## config.mk

```make
export PLATFORM = sky130hd
export DESIGN_NAME = pf_i2c_master_ctrl
export DESIGN_NICKNAME = d
export VERILOG_FILES = /design/src/rtl/pf_i2c_master_ctrl.sv
export SDC_FILE = /design/constraint.sdc
export NUM_CORES = 1
export LEC_CHECK = 0
export ABC_AREA = 1
export BUFFER_PORTS_ARGS = -buffer_cell sky130_fd_sc_hd__buf_4
export CAP_MARGIN = 20
export CORE_UTILIZATION = 50
export CTS_CLUSTER_SIZE = 14
export DETAILED_ROUTE_END_ITERATION = 7
export HOLD_SLACK_MARGIN = 0.05
export MAX_ROUTING_LAYER = met4
export PLACE_DENSITY = 0.82
export REMOVE_ABC_BUFFERS = 1
export SLEW_MARGIN = 20
export SYNTH_ARGS = -nofsm -noshare
export SYNTH_HDL_FRONTEND = slang
export SYNTH_SLANG_ARGS = --single-unit
```

## constraint.sdc

```tcl
create_clock -name clk_i -period 3.35 [get_ports clk_i]
set_input_delay 0 -clock clk_i [delete_from_list [all_inputs] [get_ports clk_i]]
set_output_delay 0 -clock clk_i [all_outputs]
set_load 0.02 [all_outputs]
```

## src/rtl/pf_i2c_master_ctrl.sv

```systemverilog
// pf_i2c_master_ctrl
//  Byte-level I2C master sequencer for two open-drain PF_IO pads (SDA, SCL).
//  Runs START / WRITE / READ / STOP commands from a valid/ready port and
//  returns ACK status and read data with a one-cycle response pulse.
//
//  Parameter
//    CLK_DIV      clk cycles per SCL quarter period (2..65535)
//  Ports
//    clk_i, reset_i           clock, synchronous active-high reset
//    cmd_valid_i/cmd_ready_o  command handshake
//    cmd_i[2:0]               000 START, 001 WRITE, 010 READ, 011 STOP, 1xx illegal
//    cmd_ack_i                READ: 1 = master ACKs the byte, 0 = NACK
//    wdata_i[7:0]             WRITE byte, sent MSB first
//    rdata_o[7:0]             READ result, valid with rsp_valid_o
//    rsp_valid_o              one-cycle completion pulse
//    rsp_nack_o               WRITE: slave did not acknowledge
//    rsp_err_o                illegal command code
//    busy_o                   bus owned (START done .. STOP done)
//    sda_d_o/scl_d_o          pad data, tied low (open drain)
//    sda_e_o/scl_e_o          1 = pull pad low, 0 = release
//    sda_y_i/scl_y_i          pad inputs
//  Build option
//    I2C_CLK_STRETCH_EN       when defined, the quarter counter holds in Q1/Q2
//                             while scl_y_i is low (slave clock stretching)

module pf_i2c_master_ctrl #(
    parameter int unsigned CLK_DIV = 125
) (
    input  logic       clk_i,
    input  logic       reset_i,
    input  logic       cmd_valid_i,
    output logic       cmd_ready_o,
    input  logic [2:0] cmd_i,
    input  logic       cmd_ack_i,
    input  logic [7:0] wdata_i,
    output logic [7:0] rdata_o,
    output logic       rsp_valid_o,
    output logic       rsp_nack_o,
    output logic       rsp_err_o,
    output logic       busy_o,
    output logic       sda_d_o,
    output logic       sda_e_o,
    input  logic       sda_y_i,
    output logic       scl_d_o,
    output logic       scl_e_o,
    input  logic       scl_y_i
);

    localparam int unsigned QW = (CLK_DIV > 2) ? $clog2(CLK_DIV) : 1;
    localparam logic [QW-1:0] QMAX = QW'(CLK_DIV - 1);

    localparam logic [2:0] CMD_START = 3'b000;
    localparam logic [2:0] CMD_WRITE = 3'b001;
    localparam logic [2:0] CMD_READ  = 3'b010;
    localparam logic [2:0] CMD_STOP  = 3'b011;

    typedef enum logic [2:0] {
        S_IDLE,
        S_START,
        S_BIT,
        S_STOP,
        S_DONE
    } state_e;

    state_e      state_q, state_d;
    logic [QW-1:0] qcnt_q, qcnt_d;
    logic [1:0]  quar_q, quar_d;
    logic [3:0]  bit_q, bit_d;
    logic [2:0]  cmd_q, cmd_d;
    logic [7:0]  wdata_q, wdata_d;
    logic        ack_q, ack_d;
    logic [7:0]  shift_q, shift_d;
    logic        nack_q, nack_d;
    logic [7:0]  rdata_q, rdata_d;
    logic        cmd_ready_q, cmd_ready_d;
    logic        rsp_valid_q, rsp_valid_d;
    logic        rsp_nack_q, rsp_nack_d;
    logic        rsp_err_q, rsp_err_d;
    logic        busy_q, busy_d;
    logic        sda_e_q, sda_e_d;
    logic        scl_e_q, scl_e_d;
    logic        hold_c;
    logic        tick_c;

    // SDA pull-down for data bit idx (0..7 data, 8 = acknowledge slot)
    function automatic logic bit_sda(input logic [2:0] cmd, input logic [7:0] wdata,
                                     input logic ack, input logic [3:0] idx);
        logic v;
        v = 1'b0;
        if (idx < 4'd8) begin
            if (cmd == CMD_WRITE) v = ~wdata[3'(4'd7 - idx)];
        end else if (cmd == CMD_READ) begin
            v = ack;
        end
        return v;
    endfunction

`ifdef I2C_CLK_STRETCH_EN
    // Slave holding SCL low freezes the high phase
    assign hold_c = (state_q == S_START || state_q == S_BIT || state_q == S_STOP) &&
                    (quar_q == 2'd1 || quar_q == 2'd2) && !scl_y_i;
`else
    logic scl_y_unused;
    assign scl_y_unused = scl_y_i;
    assign hold_c       = 1'b0;
`endif

    assign tick_c = (qcnt_q == QMAX) && !hold_c;

    // State and output registers
    always_ff @(posedge clk_i) begin
        if (reset_i) begin
            state_q     <= S_IDLE;
            qcnt_q      <= '0;
            quar_q      <= 2'd0;
            bit_q       <= 4'd0;
            cmd_q       <= 3'd0;
            wdata_q     <= 8'h00;
            ack_q       <= 1'b0;
            shift_q     <= 8'h00;
            nack_q      <= 1'b0;
            rdata_q     <= 8'h00;
            cmd_ready_q <= 1'b1;
            rsp_valid_q <= 1'b0;
            rsp_nack_q  <= 1'b0;
            rsp_err_q   <= 1'b0;
            busy_q      <= 1'b0;
            sda_e_q     <= 1'b0;
            scl_e_q     <= 1'b0;
        end else begin
            state_q     <= state_d;
            qcnt_q      <= qcnt_d;
            quar_q      <= quar_d;
            bit_q       <= bit_d;
            cmd_q       <= cmd_d;
            wdata_q     <= wdata_d;
            ack_q       <= ack_d;
            shift_q     <= shift_d;
            nack_q      <= nack_d;
            rdata_q     <= rdata_d;
            cmd_ready_q <= cmd_ready_d;
            rsp_valid_q <= rsp_valid_d;
            rsp_nack_q  <= rsp_nack_d;
            rsp_err_q   <= rsp_err_d;
            busy_q      <= busy_d;
            sda_e_q     <= sda_e_d;
            scl_e_q     <= scl_e_d;
        end
    end

    // Next state; pad enables are set for the quarter being entered
    always_comb begin
        state_d     = state_q;
        qcnt_d      = qcnt_q;
        quar_d      = quar_q;
        bit_d       = bit_q;
        cmd_d       = cmd_q;
        wdata_d     = wdata_q;
        ack_d       = ack_q;
        shift_d     = shift_q;
        nack_d      = nack_q;
        rdata_d     = rdata_q;
        cmd_ready_d = cmd_ready_q;
        rsp_valid_d = 1'b0;
        rsp_nack_d  = 1'b0;
        rsp_err_d   = 1'b0;
        busy_d      = busy_q;
        sda_e_d     = sda_e_q;
        scl_e_d     = scl_e_q;

        if ((state_q == S_START || state_q == S_BIT || state_q == S_STOP) && !hold_c) begin
            qcnt_d = tick_c ? '0 : qcnt_q + QW'(1);
            if (tick_c) quar_d = quar_q + 2'd1;
        end

        case (state_q)
            S_IDLE: begin
                if (cmd_valid_i && cmd_ready_q) begin
                    cmd_d       = cmd_i;
                    wdata_d     = wdata_i;
                    ack_d       = cmd_ack_i;
                    cmd_ready_d = 1'b0;
                    qcnt_d      = '0;
                    quar_d      = 2'd0;
                    bit_d       = 4'd0;
                    case (cmd_i)
                        CMD_START: begin
                            state_d = S_START;
                            sda_e_d = 1'b0;
                        end
                        CMD_WRITE, CMD_READ: begin
                            state_d = S_BIT;
                            scl_e_d = 1'b1;
                            sda_e_d = bit_sda(cmd_i, wdata_i, cmd_ack_i, 4'd0);
                        end
                        CMD_STOP: begin
                            state_d = S_STOP;
                            sda_e_d = 1'b1;
                        end
                        default: state_d = S_DONE;
                    endcase
                end
            end
            S_START: begin
                if (tick_c) begin
                    case (quar_q)
                        2'd0: scl_e_d = 1'b0;
                        2'd1: sda_e_d = 1'b1;
                        2'd2: scl_e_d = 1'b1;
                        default: begin
                            state_d = S_DONE;
                            busy_d  = 1'b1;
                        end
                    endcase
                end
            end
            S_BIT: begin
                if (tick_c) begin
                    case (quar_q)
                        2'd0: scl_e_d = 1'b0;
                        2'd1: ;
                        2'd2: begin
                            scl_e_d = 1'b1;
                            if (bit_q < 4'd8) shift_d = {shift_q[6:0], sda_y_i};
                            else nack_d = sda_y_i;
                        end
                        default: begin
                            if (bit_q == 4'd8) begin
                                state_d = S_DONE;
                            end else begin
                                bit_d   = bit_q + 4'd1;
                                sda_e_d = bit_sda(cmd_q, wdata_q, ack_q, bit_q + 4'd1);
                            end
                        end
                    endcase
                end
            end
            S_STOP: begin
                if (tick_c) begin
                    case (quar_q)
                        2'd0: scl_e_d = 1'b0;
                        2'd1: sda_e_d = 1'b0;
                        2'd2: ;
                        default: begin
                            state_d = S_DONE;
                            busy_d  = 1'b0;
                        end
                    endcase
                end
            end
            S_DONE: begin
                state_d     = S_IDLE;
                rsp_valid_d = 1'b1;
                cmd_ready_d = 1'b1;
                rsp_nack_d  = (cmd_q == CMD_WRITE) && nack_q;
                rsp_err_d   = cmd_q[2];
                if (cmd_q == CMD_READ) rdata_d = shift_q;
            end
            default: state_d = S_IDLE;
        endcase
    end

    assign cmd_ready_o = cmd_ready_q;
    assign rdata_o     = rdata_q;
    assign rsp_valid_o = rsp_valid_q;
    assign rsp_nack_o  = rsp_nack_q;
    assign rsp_err_o   = rsp_err_q;
    assign busy_o      = busy_q;
    assign sda_e_o     = sda_e_q;
    assign scl_e_o     = scl_e_q;
    assign sda_d_o     = 1'b0;
    assign scl_d_o     = 1'b0;

endmodule

```

==> results.json, run 1 <==
{
  "status": "finished, final reports clean",
  "yosysWarningCount": 0,
  "syn_area_um2": 2411,
  "diodes": 0,
  "port_buffers": 30,
  "setup_tns_ps": 0,
  "viasPerCell": 5.134,
  "power_density_nw_per_um2": 638.9,
  "gp_congestion": 0.9171,
  "routed_wl_um": 4928,
  "die_h_um": 71.44,
  "cp_cell_sequence": "nor2_1 > nand2_1 > nor2_1 > inv_1 > nand2_1 > inv_1 > nand2_2 > nor2_1",
  "ant_nets": 0,
  "synth-async-reset-ratio_pct": 0,
  "grt_pass1_wl_um": 8397,
  "clk_latency_ps": 310,
  "synth-edff-count": 0,
  "path_common_cell": "nor2_1",
  "max_freq_mhz": 455.5,
  "synth_common_cells": "nand2_1 (54), dfxtp_1 (52), inv_1 (39), nor2_1 (39)",
  "syn_inst": 322,
  "path_clk_slew_ps": 100,
  "routedWlPerCell_um": 11.79,
  "area_growth_pct": 19.88,
  "worstPathMaxFanout": 13,
  "finalWorstSetupSlack_ps": 1154,
  "drcViolationCount": 0,
  "cts-htree-levels": 2,
  "grt_usage_pct": 21.55,
  "die_w_um": 71.44,
  "grt_pass1_vias": 1984,
  "grt_max_degree": 36,
  "drt_first_iter_violations": 77,
  "place_ws_ps": 1137,
  "cts_tree": "yes",
  "fin_worst_skew_ps": 4.183,
  "final-hold-violation-count": 0,
  "cts.sink_count": 52,
  "synth-main-ff-cell": "dfxtp_1",
  "setup-violations-final": 0,
  "crit_required_ps": 3560,
  "vdd_drop_max_uv": 455.5,
  "ys_ff_latch": 52,
  "hpwl_um": 3389,
  "hold_class": "in2reg",
  "drv_slew": 0,
  "yosysUniqueCellTypes": 30,
  "start_util_pct": 53.53,
  "max-cap-violations": 0,
  "yosysMostFrequentCell": "nand2_1",
  "fin_crit_ps": 2196,
  "arrival_ps": 2400,
  "cts_inserted_buffers": 5,
  "vias": 2146,
  "drive_gt1_share_pct": 15.03,
  "crit_path_end_kind": "flip-flop",
  "root_buffer": "clkbuf_8",
  "first_pass_iters": 4,
  "rows": 24,
  "rsz0062_at_grt": "false",
  "synth_seq_area_share_pct": 43.18,
  "tightest_slew_ps": 831.3,
  "cts.path.max_buffers": 2,
  "post_cts_buffers": 0,
  "ys_top_cells_by_area": "dfxtp_1 (43%), nand2_1 (8.4%), a21oi_1 (7.3%)",
  "critPathMaxStageDelay_ps": 530,
  "yosys.area.top_type_share_pct": 43.18,
  "p_leak_nw": 1.247,
  "avgSynthCellArea_um2": 7.488,
  "startpoint_type": "flip-flop",
  "min_period_over_period_pct": 65.54,
  "overflow": 0,
  "cpMaxStageDelayCell": "nor2_1",
  "final_nets": 390,
  "antenna_found_initial": 0,
  "fp.coreArea_um2": 4504,
  "critPathKind": "reg2reg",
  "dieArea_um2": 5104,
  "post_cts_resize_count": 0,
  "max_slew_margin_pct": 44.52,
  "netlist.top_cell.by_area": "dfxtp_1",
  "ios": 34
}
area by class of cell:
cell class,instances,area [um^2]
Clock buffer,5,68.82
Clock inverter,3,25.02
Tap cell,52,65.06
Fill cell,402,1614
Sequential cell,52,1041
Timing Repair Buffer,45,375.4
Multi-Input combinational cell,219,1157
Inverter,42,157.7
routing by layer:
layer | wire length [um] | GRT usage (%)
met1 | 2235 | 26.25
met2 | 2370 | 35.24
met3 | 244 | 3.657
met4 | 78 | 9.333
met5 | 0 | -
registers in the layout, indices dropped and copies added (netlist names), 2 cells and up:
register and cells:
qcnt_q 7, cmd_q 3, quar_q 2, shift_q 8, bit_q 4, wdata_q 8
state_q 3, rdata_o 8
power breakdown:
group | total, mW | switching, mW | internal [mW]
clock network | 0.374 | 0.221 | 0.153
logic | 0.684 | 0.451 | 0.234
registers | 0.788 | 0.0673 | 0.721
total | 1.85 | 0.740 | 1.11
cells in the final DEF, fill, tap and decap left out:
| master | synthesis | final |
|---|---|---|
| nand2_1 | 54 | 54 |
| dfxtp_1 | 52 | 52 |
| inv_1 | 39 | 39 |
| nor2_1 | 39 | 39 |
| a21oi_1 | 35 | 35 |
| o21ai_0 | 35 | 35 |
| buf_4 | 3 | 30 |
| dlygate4sd3_1 | 0 | 15 |
| nand3_1 | 14 | 14 |
| ha_1 | 8 | 8 |
| nor3_1 | 5 | 5 |
| clkbuf_8 | 0 | 5 |
| xor2_1 | 4 | 4 |
| nand4_1 | 4 | 4 |
| nand2_2 | 3 | 3 |
| inv_2 | 3 | 3 |
| nand4_4 | 2 | 2 |
| nand2_4 | 2 | 2 |
| and3_1 | 2 | 2 |
| nand3_2 | 2 | 2 |
| conb_1 | 1 | 2 |
| inv_6 | 0 | 2 |
| nor2_2 | 1 | 1 |
| nor2_8 | 1 | 1 |
| nor2_4 | 1 | 1 |
| o21ai_1 | 1 | 1 |
| a21oi_2 | 1 | 1 |
| nor3b_2 | 1 | 1 |
| xnor2_1 | 1 | 1 |
| a31oi_1 | 1 | 1 |
| clkinvlp_4 | 0 | 1 |
cell families after synthesis:
group,after synthesis,synth area share [%]
AOI/OAI and AO/OA,73,15.36
adders and majority gates,8,4.152
DFF,52,43.18
buffers and inverters,52,8.977
xor gates and xnor gates,5,1.816
and+or+nand+nor,131,26.36
other,1,0.1555
stage by stage:
stage | utilization, % | instance area, um^2 | total power, mW | std cells | hold WS [ps]
after floorplan | - | 2356 | 1.276 | 313 | 62.44
after global placement | 58.75 | 2646 | 1.443 | 395 | 219.7
after detailed placement | 58.75 | 2646 | 1.462 | 395 | 232.6
after CTS | 64.17 | 2890 | 1.857 | 418 | 250.7
after global routing | 64.17 | 2890 | 1.977 | 418 | 302.6
final | 64.17 | 2890 | 1.847 | 418 | 253.4
worst max-delay path, delay by kind of cell, from the launching register on:
kind | cells | cell delay, ps
and+or+nand+nor | 6 | 1280
DFF | 1 | 350
buffers and inverters | 2 | 460
worst paths after layout:
path                                  start         to  slack (ps)  depth (start not counted)
worst max-delay path             state_q[0]  qcnt_q[4]        1150                          8
worst min-delay path            cmd_valid_i   cmd_q[1]         250                          4
worst max register to register   state_q[0]  qcnt_q[4]        1150                          8
worst min register to register       busy_o     busy_o         450                          2
repair_timing:
item                       CTS  global route
hold buffers                15             0
setup endpoints to repair    0             0
hold endpoints to repair    23             0
Note: power is estimated with default switching activity, not from simulation.
==> run 2, diff against run 1 <==
Clock period 3.35 ns to 2.15 ns, I/O delays scaled along.
==> run 2 against run 1 <==
Net effect:
- register-to-register slack got worse by 1000 ps
- first-iteration DRC count increased by 27%
- sequential power rose by 56%
- clock power is 56% higher
- combinational power rose by 61%
- global-route usage decreased by 0.64 points
- cell count rose by 0.96%
- count of clock-buffer cells in the layout unchanged
- via count grew 0.37%
- sequential cell count unchanged
- clock skew rose by 2.7 ps
- die area stayed put
==> results.json, run 2 (synthesis results as in run 1) <==
{
  "ant_nets": 0,
  "min_period_over_period_pct": 94.07,
  "first_pass_iters": 4,
  "power_density_nw_per_um2": 995.3,
  "die_w_um": 71.44,
  "setup-violations-final": 0,
  "nFillCells": 378,
  "die_h_um": 71.44,
  "grt_pass1_wl_um": 8176,
  "drv_slew": 0,
  "vias": 2154,
  "cpMaxStageDelayCell": "dlygate4sd3_1",
  "max_freq_mhz": 494.4,
  "cts.path.max_buffers": 2,
  "viasPerCell": 5.104,
  "use_met1_pct": 25.65,
  "crit_required_ps": 2360,
  "root_buffer": "clkbuf_8",
  "drt_first_iter_violations": 98,
  "routedWlPerCell_um": 11.79,
  "antenna_found_initial": 0,
  "final_cell_mix": "nand2_1 (54), dfxtp_1 (51), inv_1 (39), nor2_1 (39)",
  "grt_pass1_vias": 1925,
  "dieArea_um2": 5104,
  "area_growth_pct": 21.17,
  "critPathKind": "reg2reg",
  "overflow": 0,
  "fp.coreArea_um2": 4504,
  "path_buf_inv": 2,
  "path_delay_family": "simple AND/OR/NAND/NOR gates",
  "rows": 24,
  "fin_worst_skew_ps": 6.933,
  "routed_wl_um": 4974,
  "hold_class": "in2reg",
  "grt_usage_pct": 20.90,
  "cts_tree": "yes",
  "final-hold-violation-count": 0,
  "cts_inserted_buffers": 5,
  "grt_max_degree": 32,
  "p_leak_nw": 1.268,
  "diodes": 0,
  "crit_path_end_kind": "flip-flop",
  "ios": 34,
  "path_common_cell": "nand2_1",
  "max-cap-violations": 0,
  "grt-busiest-layer": "met2",
  "cp_cell_sequence": "inv_1 > ha_1 > nand2_1 > nor2_8 > nand2_4 > nand2_1 > nand4_1 > nand2_1 > a21oi_2 > dlygate4sd3_1",
  "gp_congestion": 0.9151,
  "arrival_ps": 2230,
  "startpoint_type": "flip-flop",
  "final_common_cell": "nand2_1",
  "hpwl_um": 3436,
  "critPathMaxStageDelay_ps": 540,
  "cts.sink_count": 52,
  "vdd_drop_max_uv": 599.7,
  "drive_gt1_share_pct": 16.22,
  "drcViolationCount": 0,
  "path_clk_slew_ps": 100,
  "totalPowerFinal_mw": 2.908,
  "clk_latency_ps": 310,
  "fin_crit_ps": 2023,
  "status": "finished, final reports clean",
  "worstPathMaxFanout": 7,
  "start_util_pct": 53.53,
  "cts-htree-levels": 2,
  "gr-usage-met2_pct": 34.71,
  "grtUsageMet3_pct": 4.219,
  "setup_tns_ps": 0,
  "rsz0062_at_grt": "false",
  "port_buffers": 30,
  "final_nets": 394
}
## run 2: cell types whose count changed in the layout (fill, tap and decap cells not counted), sizes merged
cell,before,now
buf,30,34
## run 2: worst min-delay path: stages
cell,delay [ps]
buf_4,110
a21oi_1,130
inv_1,90
nand4_1,160
nor3_1,60
## run 2: area by class of cell
class                      count  area [um^2]  share of cell area (%)
tap                           52        65.06                   2.227
clock buffer                   5        68.82                   2.355
inverter                      42        157.7                   5.396
timing repair buffer          49        405.4                   13.88
sequential                    52         1042                   35.67
clock inverter                 3        25.02                  0.8565
multi-input combinational    219         1157                   39.61
## run 2: worst paths after layout
path                    start          to  slack (ps)  cells after the start
hold / removal    cmd_valid_i  state_q[2]         290                      5
hold reg to reg        busy_o      busy_o         450                      2
setup / recovery    qcnt_q[0]  state_q[1]         130                     10
setup reg to reg    qcnt_q[0]  state_q[1]         130                     10
## run 2: per-stage QoR
stage / util [%] / hold slack (ps) / cells / setup WS, ps / area (um^2)
floorplan: - / 62.44 / 313 / 456.8 / 2356
global placement: 59.08 / 219.7 / 397 / 489.1 / 2661
detailed placement: 59.08 / 229.0 / 397 / 443.9 / 2661
CTS: 64.50 / 261.7 / 420 / 68.35 / 2905
global route: 64.86 / 324.0 / 422 / 9.565 / 2922
finish: 64.86 / 288.9 / 422 / 127.5 / 2922
## run 2: report_power, final
group          internal (mW)  switching [mW]
sequential              1.12           0.106
clock                  0.238           0.345
combinational          0.378           0.717
## run 2: per-layer routing
metal	wire length (um)	vias up
li1	-	1121
met4	49	0
met2	2416	44
met3	160	5
met5	0	-
met1	2348	984
## run 2: what timing repair did
action | in CTS | in global routing
endpoints found under the setup margin | 0 | 1
hold buffers | 15 | 0
hold endpoints to repair | 23 | 0
buffers inserted | 0 | 2
resized for setup | 0 | 1
